--- src/rtl/hazard_unit_sb_if.sv ---
// Pipeline <-> hazard unit signal bundle: stage addresses and controls in,
// stall/flush/forward selects out. master = pipeline side, slave = hazard unit.
interface hazard_unit_sb_if #(
   parameter int NUM_SRC = 2,
   parameter int REG_AW  = 5
);
   logic [NUM_SRC*REG_AW-1:0] RsD;
   logic [NUM_SRC*REG_AW-1:0] RsE;
   logic [REG_AW-1:0]         RdD;
   logic                      LongOpD;
   logic [REG_AW-1:0]         RdE;
   logic                      ResultSrcE0;
   logic                      LongIssueE;
   logic                      PCSrcE;
   logic [REG_AW-1:0]         RdM;
   logic                      RegWriteM;
   logic [REG_AW-1:0]         RdW;
   logic                      RegWriteW;
   logic                      LongDoneValid;
   logic [REG_AW-1:0]         LongDoneRd;
   logic                      StallF;
   logic                      StallD;
   logic                      FlushD;
   logic                      FlushE;
   logic [2*NUM_SRC-1:0]      ForwardE;
   logic                      LongBusy;

   modport master (
      output RsD, RsE, RdD, LongOpD, RdE, ResultSrcE0, LongIssueE, PCSrcE,
             RdM, RegWriteM, RdW, RegWriteW, LongDoneValid, LongDoneRd,
      input  StallF, StallD, FlushD, FlushE, ForwardE, LongBusy
   );

   modport slave (
      input  RsD, RsE, RdD, LongOpD, RdE, ResultSrcE0, LongIssueE, PCSrcE,
             RdM, RegWriteM, RdW, RegWriteW, LongDoneValid, LongDoneRd,
      output StallF, StallD, FlushD, FlushE, ForwardE, LongBusy
   );
endinterface

--- src/rtl/hazard_unit_sb.sv ---
// 5-stage pipeline hazard unit: E-stage forwarding, load-use / branch handling,
// and a pending-register scoreboard for outstanding long-latency (mul/div) ops.
module hazard_unit_sb #(
   parameter int NUM_SRC = 2,
   parameter int REG_AW  = 5,
   parameter int DEPTH   = 2,
   parameter int CNT_W   = 2
) (
   input  logic            clk,
   input  logic            rst_n,
   hazard_unit_sb_if.slave hz
);
   localparam int NUM_REGS = 2**REG_AW;

   logic [NUM_REGS-1:0] r_pending;
   logic [CNT_W-1:0]    r_count;
   logic                r_long_busy;

   logic [NUM_REGS-1:0] w_pend_eff;
   logic [NUM_REGS-1:0] w_pending_next;
   logic [2*NUM_SRC-1:0] w_fwd;
   logic [NUM_SRC-1:0]  w_lw_hit;
   logic [NUM_SRC-1:0]  w_raw_hit;
   logic                w_lw_stall;
   logic                w_raw_stall;
   logic                w_waw_stall;
   logic                w_full_stall;
   logic                w_hz_stall;
   logic [CNT_W:0]      w_cnt_issue;
   logic [CNT_W:0]      w_full_thr;
   logic [CNT_W:0]      w_cnt_tmp;
   logic [CNT_W-1:0]    w_count_next;

   // A completing op is already invisible to D: the RF is write-first.
   genvar gi;
   generate
      for (gi = 0; gi < NUM_REGS; gi++) begin : g_reg
         if (gi == 0) begin : g_x0
            assign w_pend_eff[gi]     = 1'b0;
            assign w_pending_next[gi] = 1'b0;
         end else begin : g_rn
            logic w_set;
            logic w_clr;
            assign w_set = hz.LongIssueE && (hz.RdE == REG_AW'(gi));
            assign w_clr = hz.LongDoneValid && (hz.LongDoneRd == REG_AW'(gi));
            assign w_pend_eff[gi]     = r_pending[gi] & ~w_clr;
            assign w_pending_next[gi] = w_set | (r_pending[gi] & ~w_clr);
         end
      end

      for (gi = 0; gi < NUM_SRC; gi++) begin : g_src
         logic [REG_AW-1:0] w_rs_e;
         logic [REG_AW-1:0] w_rs_d;
         logic              w_rs_d_nz;
         assign w_rs_e    = hz.RsE[gi*REG_AW +: REG_AW];
         assign w_rs_d    = hz.RsD[gi*REG_AW +: REG_AW];
         assign w_rs_d_nz = (w_rs_d != '0);

         // M has priority over W: it holds the younger value.
         always_comb begin
            w_fwd[2*gi +: 2] = 2'b00;
            if (w_rs_e != '0) begin
               if (hz.RegWriteM && (w_rs_e == hz.RdM))
                  w_fwd[2*gi +: 2] = 2'b01;
               else if (hz.RegWriteW && (w_rs_e == hz.RdW))
                  w_fwd[2*gi +: 2] = 2'b10;
            end
         end

         assign w_lw_hit[gi]  = hz.ResultSrcE0 && w_rs_d_nz && (w_rs_d == hz.RdE);
         assign w_raw_hit[gi] = w_pend_eff[w_rs_d] ||
                                (hz.LongIssueE && w_rs_d_nz && (w_rs_d == hz.RdE));
      end
   endgenerate

   assign w_lw_stall  = |w_lw_hit;
   assign w_raw_stall = |w_raw_hit;
   assign w_waw_stall = (hz.RdD != '0) &&
                        (w_pend_eff[hz.RdD] || (hz.LongIssueE && (hz.RdD == hz.RdE)));

   // Projected occupancy compared without subtraction so it cannot go negative.
   assign w_cnt_issue  = {1'b0, r_count} + {{CNT_W{1'b0}}, hz.LongIssueE};
   assign w_full_thr   = (CNT_W+1)'(DEPTH) + {{CNT_W{1'b0}}, hz.LongDoneValid};
   assign w_full_stall = hz.LongOpD && (w_cnt_issue >= w_full_thr);

   assign w_hz_stall = w_lw_stall | w_raw_stall | w_waw_stall | w_full_stall;

   always_comb begin
      w_cnt_tmp = w_cnt_issue;
      if (hz.LongDoneValid && (w_cnt_issue != '0))
         w_cnt_tmp = w_cnt_issue - (CNT_W+1)'(1);
      if (w_cnt_tmp > (CNT_W+1)'(DEPTH))
         w_cnt_tmp = (CNT_W+1)'(DEPTH);
      w_count_next = w_cnt_tmp[CNT_W-1:0];
   end

   always_ff @(posedge clk or negedge rst_n) begin
      if (!rst_n) begin
         r_pending   <= '0;
         r_count     <= '0;
         r_long_busy <= 1'b0;
      end else begin
         r_pending   <= w_pending_next;
         r_count     <= w_count_next;
         r_long_busy <= (w_count_next != '0);
      end
   end

   // A taken branch kills the D instruction, so its stall is void.
   assign hz.StallF   = w_hz_stall & ~hz.PCSrcE;
   assign hz.StallD   = w_hz_stall & ~hz.PCSrcE;
   assign hz.FlushD   = hz.PCSrcE;
   assign hz.FlushE   = hz.PCSrcE | w_hz_stall;
   assign hz.ForwardE = w_fwd;
   assign hz.LongBusy = r_long_busy;
endmodule

--- src/flat_wrapper.sv ---
// flat-port wrapper written by rule: the top's interface ports become plain ports
module hazard_unit_sb_flat 
#(
   parameter int NUM_SRC = 2,
   parameter int REG_AW  = 5,
   parameter int DEPTH   = 2,
   parameter int CNT_W   = 2
)
  (clk, rst_n, hz_RsD, hz_RsE, hz_RdD, hz_LongOpD, hz_RdE, hz_ResultSrcE0, hz_LongIssueE, hz_PCSrcE, hz_RdM, hz_RegWriteM, hz_RdW, hz_RegWriteW, hz_LongDoneValid, hz_LongDoneRd, hz_StallF, hz_StallD, hz_FlushD, hz_FlushE, hz_ForwardE, hz_LongBusy);
  hazard_unit_sb_if #(.NUM_SRC(NUM_SRC), .REG_AW(REG_AW)) hz_i ();
  input  logic clk;
  input  logic rst_n;
  input wire logic [$bits(hz_i.RsD)-1:0] hz_RsD;
  input wire logic [$bits(hz_i.RsE)-1:0] hz_RsE;
  input wire logic [$bits(hz_i.RdD)-1:0] hz_RdD;
  input wire logic [$bits(hz_i.LongOpD)-1:0] hz_LongOpD;
  input wire logic [$bits(hz_i.RdE)-1:0] hz_RdE;
  input wire logic [$bits(hz_i.ResultSrcE0)-1:0] hz_ResultSrcE0;
  input wire logic [$bits(hz_i.LongIssueE)-1:0] hz_LongIssueE;
  input wire logic [$bits(hz_i.PCSrcE)-1:0] hz_PCSrcE;
  input wire logic [$bits(hz_i.RdM)-1:0] hz_RdM;
  input wire logic [$bits(hz_i.RegWriteM)-1:0] hz_RegWriteM;
  input wire logic [$bits(hz_i.RdW)-1:0] hz_RdW;
  input wire logic [$bits(hz_i.RegWriteW)-1:0] hz_RegWriteW;
  input wire logic [$bits(hz_i.LongDoneValid)-1:0] hz_LongDoneValid;
  input wire logic [$bits(hz_i.LongDoneRd)-1:0] hz_LongDoneRd;
  output wire logic [$bits(hz_i.StallF)-1:0] hz_StallF;
  output wire logic [$bits(hz_i.StallD)-1:0] hz_StallD;
  output wire logic [$bits(hz_i.FlushD)-1:0] hz_FlushD;
  output wire logic [$bits(hz_i.FlushE)-1:0] hz_FlushE;
  output wire logic [$bits(hz_i.ForwardE)-1:0] hz_ForwardE;
  output wire logic [$bits(hz_i.LongBusy)-1:0] hz_LongBusy;
  assign hz_i.RsD = hz_RsD;
  assign hz_i.RsE = hz_RsE;
  assign hz_i.RdD = hz_RdD;
  assign hz_i.LongOpD = hz_LongOpD;
  assign hz_i.RdE = hz_RdE;
  assign hz_i.ResultSrcE0 = hz_ResultSrcE0;
  assign hz_i.LongIssueE = hz_LongIssueE;
  assign hz_i.PCSrcE = hz_PCSrcE;
  assign hz_i.RdM = hz_RdM;
  assign hz_i.RegWriteM = hz_RegWriteM;
  assign hz_i.RdW = hz_RdW;
  assign hz_i.RegWriteW = hz_RegWriteW;
  assign hz_i.LongDoneValid = hz_LongDoneValid;
  assign hz_i.LongDoneRd = hz_LongDoneRd;
  assign hz_StallF = hz_i.StallF;
  assign hz_StallD = hz_i.StallD;
  assign hz_FlushD = hz_i.FlushD;
  assign hz_FlushE = hz_i.FlushE;
  assign hz_ForwardE = hz_i.ForwardE;
  assign hz_LongBusy = hz_i.LongBusy;
  hazard_unit_sb #(.NUM_SRC(NUM_SRC), .REG_AW(REG_AW), .DEPTH(DEPTH), .CNT_W(CNT_W)) u_core (.clk(clk), .rst_n(rst_n), .hz(hz_i));
endmodule
--- config.mk ---
export PLATFORM = sky130hd
export DESIGN_NAME = hazard_unit_sb_flat
export DESIGN_NICKNAME = d
export VERILOG_FILES = /design/src/rtl/hazard_unit_sb_if.sv /design/src/rtl/hazard_unit_sb.sv /design/src/flat_wrapper.sv
export SDC_FILE = /design/constraint.sdc
export NUM_CORES = 1
export LEC_CHECK = 0
export BUFFER_PORTS_ARGS = -buffer_cell sky130_fd_sc_hd__buf_2
export CORE_ASPECT_RATIO = 0.6
export CORE_MARGIN = 2
export CORE_UTILIZATION = 30
export DETAILED_ROUTE_END_ITERATION = 8
export GPL_ROUTABILITY_DRIVEN = 0
export SYNTH_ARGS = -nofsm -noshare
export SYNTH_HDL_FRONTEND = slang
export SYNTH_SLANG_ARGS = --single-unit
--- constraint.sdc ---
create_clock -name clk -period 4.1 [get_ports clk]
set_input_delay 0.82 -clock clk [delete_from_list [all_inputs] [get_ports clk]]
set_output_delay 0.82 -clock clk [all_outputs]
set_load 0.005 [all_outputs]
==> impl_metrics.tcl <==
set metrics [dict create \
    outcome "completed" \
    insertion_delay_ps 280 \
    yosysMostFrequentCell "o21ai_0" \
    layout_setup_ws_ps 206 \
    ios 63 \
    rows 29 \
    cts.repair.resized 0 \
    finClkSkew_ps 0.114 \
    nFillCells 1117 \
    drcViolationCount 0 \
    htreeDepth 2 \
    power.density_mw_per_mm2 373 \
    postCtsSetupRepairBufs 0 \
    peakVddDrop_mv 0.220 \
    initial_utilization 0.313 \
    max_cap_violations 0 \
    r2r_cells 9 \
    ys_types 54 \
    yosys_warnings 0 \
    grt_pass1_wl_mm 20.3 \
    grt_use_total 0.220 \
    cts-hold-fix-buffers 0 \
    nNetsFinal 520 \
    p_leak_nw 1.59 \
    die_height_um 86.0 \
    finalHoldViolCount 0 \
    worstMarginPinSlew_ps 832 \
    period_minus_slack_ps 3890 \
    path_clk_slew_ps 50 \
    grt_start_max_net_pins 35 \
    grt_antenna_before_repair 0 \
    max_freq_mhz 257 \
    worstPathRequired_ps 3280 \
    antenna_left 0 \
    synth_edf_count 0 \
    cts-root-buf "clkbuf_16" \
    area_growth_pct 18.7 \
    syn_area_per_cell_sq_um 8.24 \
    arrival_ps 3070 \
    whs_endpoint "u_core.r_pending[2]$_DFF_PN0_" \
    fin_area_sq_mm 0.00399 \
    synth_area_leaders "dfrtp_1 25%, o21ai_0 9.4%, mux2i_1 7.1%" \
    synth-seq-cells 34 \
    timing.final.crit_share 0.950 \
    finalSetupViolations 0 \
    ys_seq_area_frac 0.253 \
    grt_overflow_total 0 \
    die-width_um 141 \
    dr.pass1.iters 7 \
    dieArea_sq_mm 0.0121 \
    cts.sinks 34 \
    vias_per_cell 6.29 \
    core_sq_mm 0.0107 \
    drive_gt1_frac 0.236 \
    r2r_slack_ps 2150 \
    cts_max_path_buffers 2 \
    hpwlAfterDp_mm 10.4 \
    hold_class "flop to flop" \
    port_buffers 62 \
    r2r_end "u_core.hz.LongBusy$_DFF_PN0_" \
    routed_wl_mm 13.3 \
    synth_commonest_cells "63 x o21ai_0, 34 x dfrtp_1, 24 x mux2i_1" \
    async_flop_share 1.00 \
    drt_iter0_drc 567 \
    synth_top_area_frac 0.253 \
    r2r-start "u_core.r_count[0]$_DFF_PN0_" \
    cp-start-kind "input pin" \
    cts_buffers 5 \
    critPathKind "input pin to output pin" \
    ys.flop_type "dfrtp_1" \
    crit_path_end_kind "output pin" \
    dp_slack_ps 248 \
    grt_pass1_vias 3525 \
    relSlewSlack 0.446 \
    synthCells 408 \
    antenna_cells 0 \
    vias 3778 \
    cts_tree "done" \
    synth_top_area_cell "dfrtp_1" \
    syn_area_sq_mm 0.00336 \
    wl_per_cell_um 22.1 \
    whs_path_depth 2 \
    cp_max_fo 8 \
    tns_ps 0 \
    min-delay-start "u_core.r_pending[2]$_DFF_PN0_" \
    slew_viol_final 0 \
    post-route-util 0.372 \
    rsz0062_at_grt "no" \
    placed_area_sq_mm 0.00383 \
    synth_nets 467 \
]
-- state kept, by name (all words and copies together) (netlist names) --
| name | count |
|---|---|
| u_core.r_count | 2 |
| u_core.hz.LongBusy | 1 |
| u_core.r_pending | 31 |
-- power breakdown --
group | leakage [nW] | total (W) | internal [W] | switching, W
combinational | 1.09 | 0.000563 | 0.000233 | 0.000330
clock | 0.0836 | 0.000434 | 0.000284 | 0.000150
sequential | 0.414 | 0.000493 | 0.000419 | 0.0000745
-- worst max-delay path by stage --
stage                     startpoint         to  slack [ps]  cells after the start
floorplan           hz_LongDoneRd[2]  hz_StallF         570                      9
global placement    hz_LongDoneRd[0]  hz_StallD         350                     11
detailed placement     hz_LongIssueE  hz_StallD         250                     12
CTS                    hz_LongIssueE  hz_StallD         230                     12
global route           hz_LongIssueE  hz_StallD          30                     12
finish                 hz_LongIssueE  hz_StallD         210                     12
-- area by class of cell --
type / instances / area, sq um / area share
Inverter: 11 / 41.3 / 0.0103
Timing Repair Buffer: 79 / 438 / 0.110
Multi-Input combinational cell: 330 / 2320 / 0.582
Sequential cell: 34 / 851 / 0.213
Clock inverter: 3 / 40.0 / 0.0100
Tap cell: 139 / 174 / 0.0436
Clock buffer: 5 / 125 / 0.0313
-- stage by stage --
step	power, W	std cells	hold WS [ps]
CTS	0.00147	601	551
floorplan	0.000830	408	489
detailed placement	0.00103	593	541
global placement	0.00102	593	534
global route	0.00157	601	590
finish	0.00149	601	554
-- layer usage --
metal  wire, um  GRT usage  vias up
met4        112     0.0364        0
met1       5970      0.318     1835
li1           -          -     1651
met5          0          0        -
met3       2330      0.129       15
met2       4890      0.280      277
-- layout by cell type (no fill, tap or decap), types with 4 or more instances in the layout --
| cell type | count |
|---|---|
| nor4_1 | 4 |
| nand4_1 | 7 |
| nand2b_1 | 10 |
| a211oi_1 | 7 |
| o211ai_1 | 15 |
| mux2_2 | 6 |
| inv_1 | 11 |
| buf_2 | 62 |
| or2_2 | 6 |
| nand3_1 | 8 |
| nor2_1 | 22 |
| a31oi_1 | 5 |
| a21oi_1 | 11 |
| buf_4 | 17 |
| nand4b_1 | 6 |
| nor3_1 | 15 |
| clkbuf_16 | 5 |
| o21ai_0 | 63 |
| a311oi_1 | 9 |
| o2111ai_1 | 6 |
| ha_1 | 5 |
| dfrtp_1 | 34 |
| nor2b_1 | 4 |
| xnor2_1 | 21 |
| xor2_1 | 18 |
| nand2_1 | 15 |
| o311ai_0 | 5 |
| mux2i_1 | 24 |
-- critical path: stages --
cell and delay [ps]:
buf_2 150, ha_1 320, inv_1 70, ha_1 270, nor2b_1 100, o21ai_0 100
a32o_1 230, a31oi_1 180, o2111ai_1 150, nor4_2 420, a21oi_1 130, buf_2 150
-- logic make-up after synthesis --
group | count (synthesis) | share of synthesized area
compound gates | 139 | 0.271
simple gates | 116 | 0.201
buf+inv | 44 | 0.0565
xor+xnor | 39 | 0.102
flops | 34 | 0.253
mux | 31 | 0.0982
fa+ha+maj | 5 | 0.0186
Note: power is estimated with default switching activity, not from simulation.
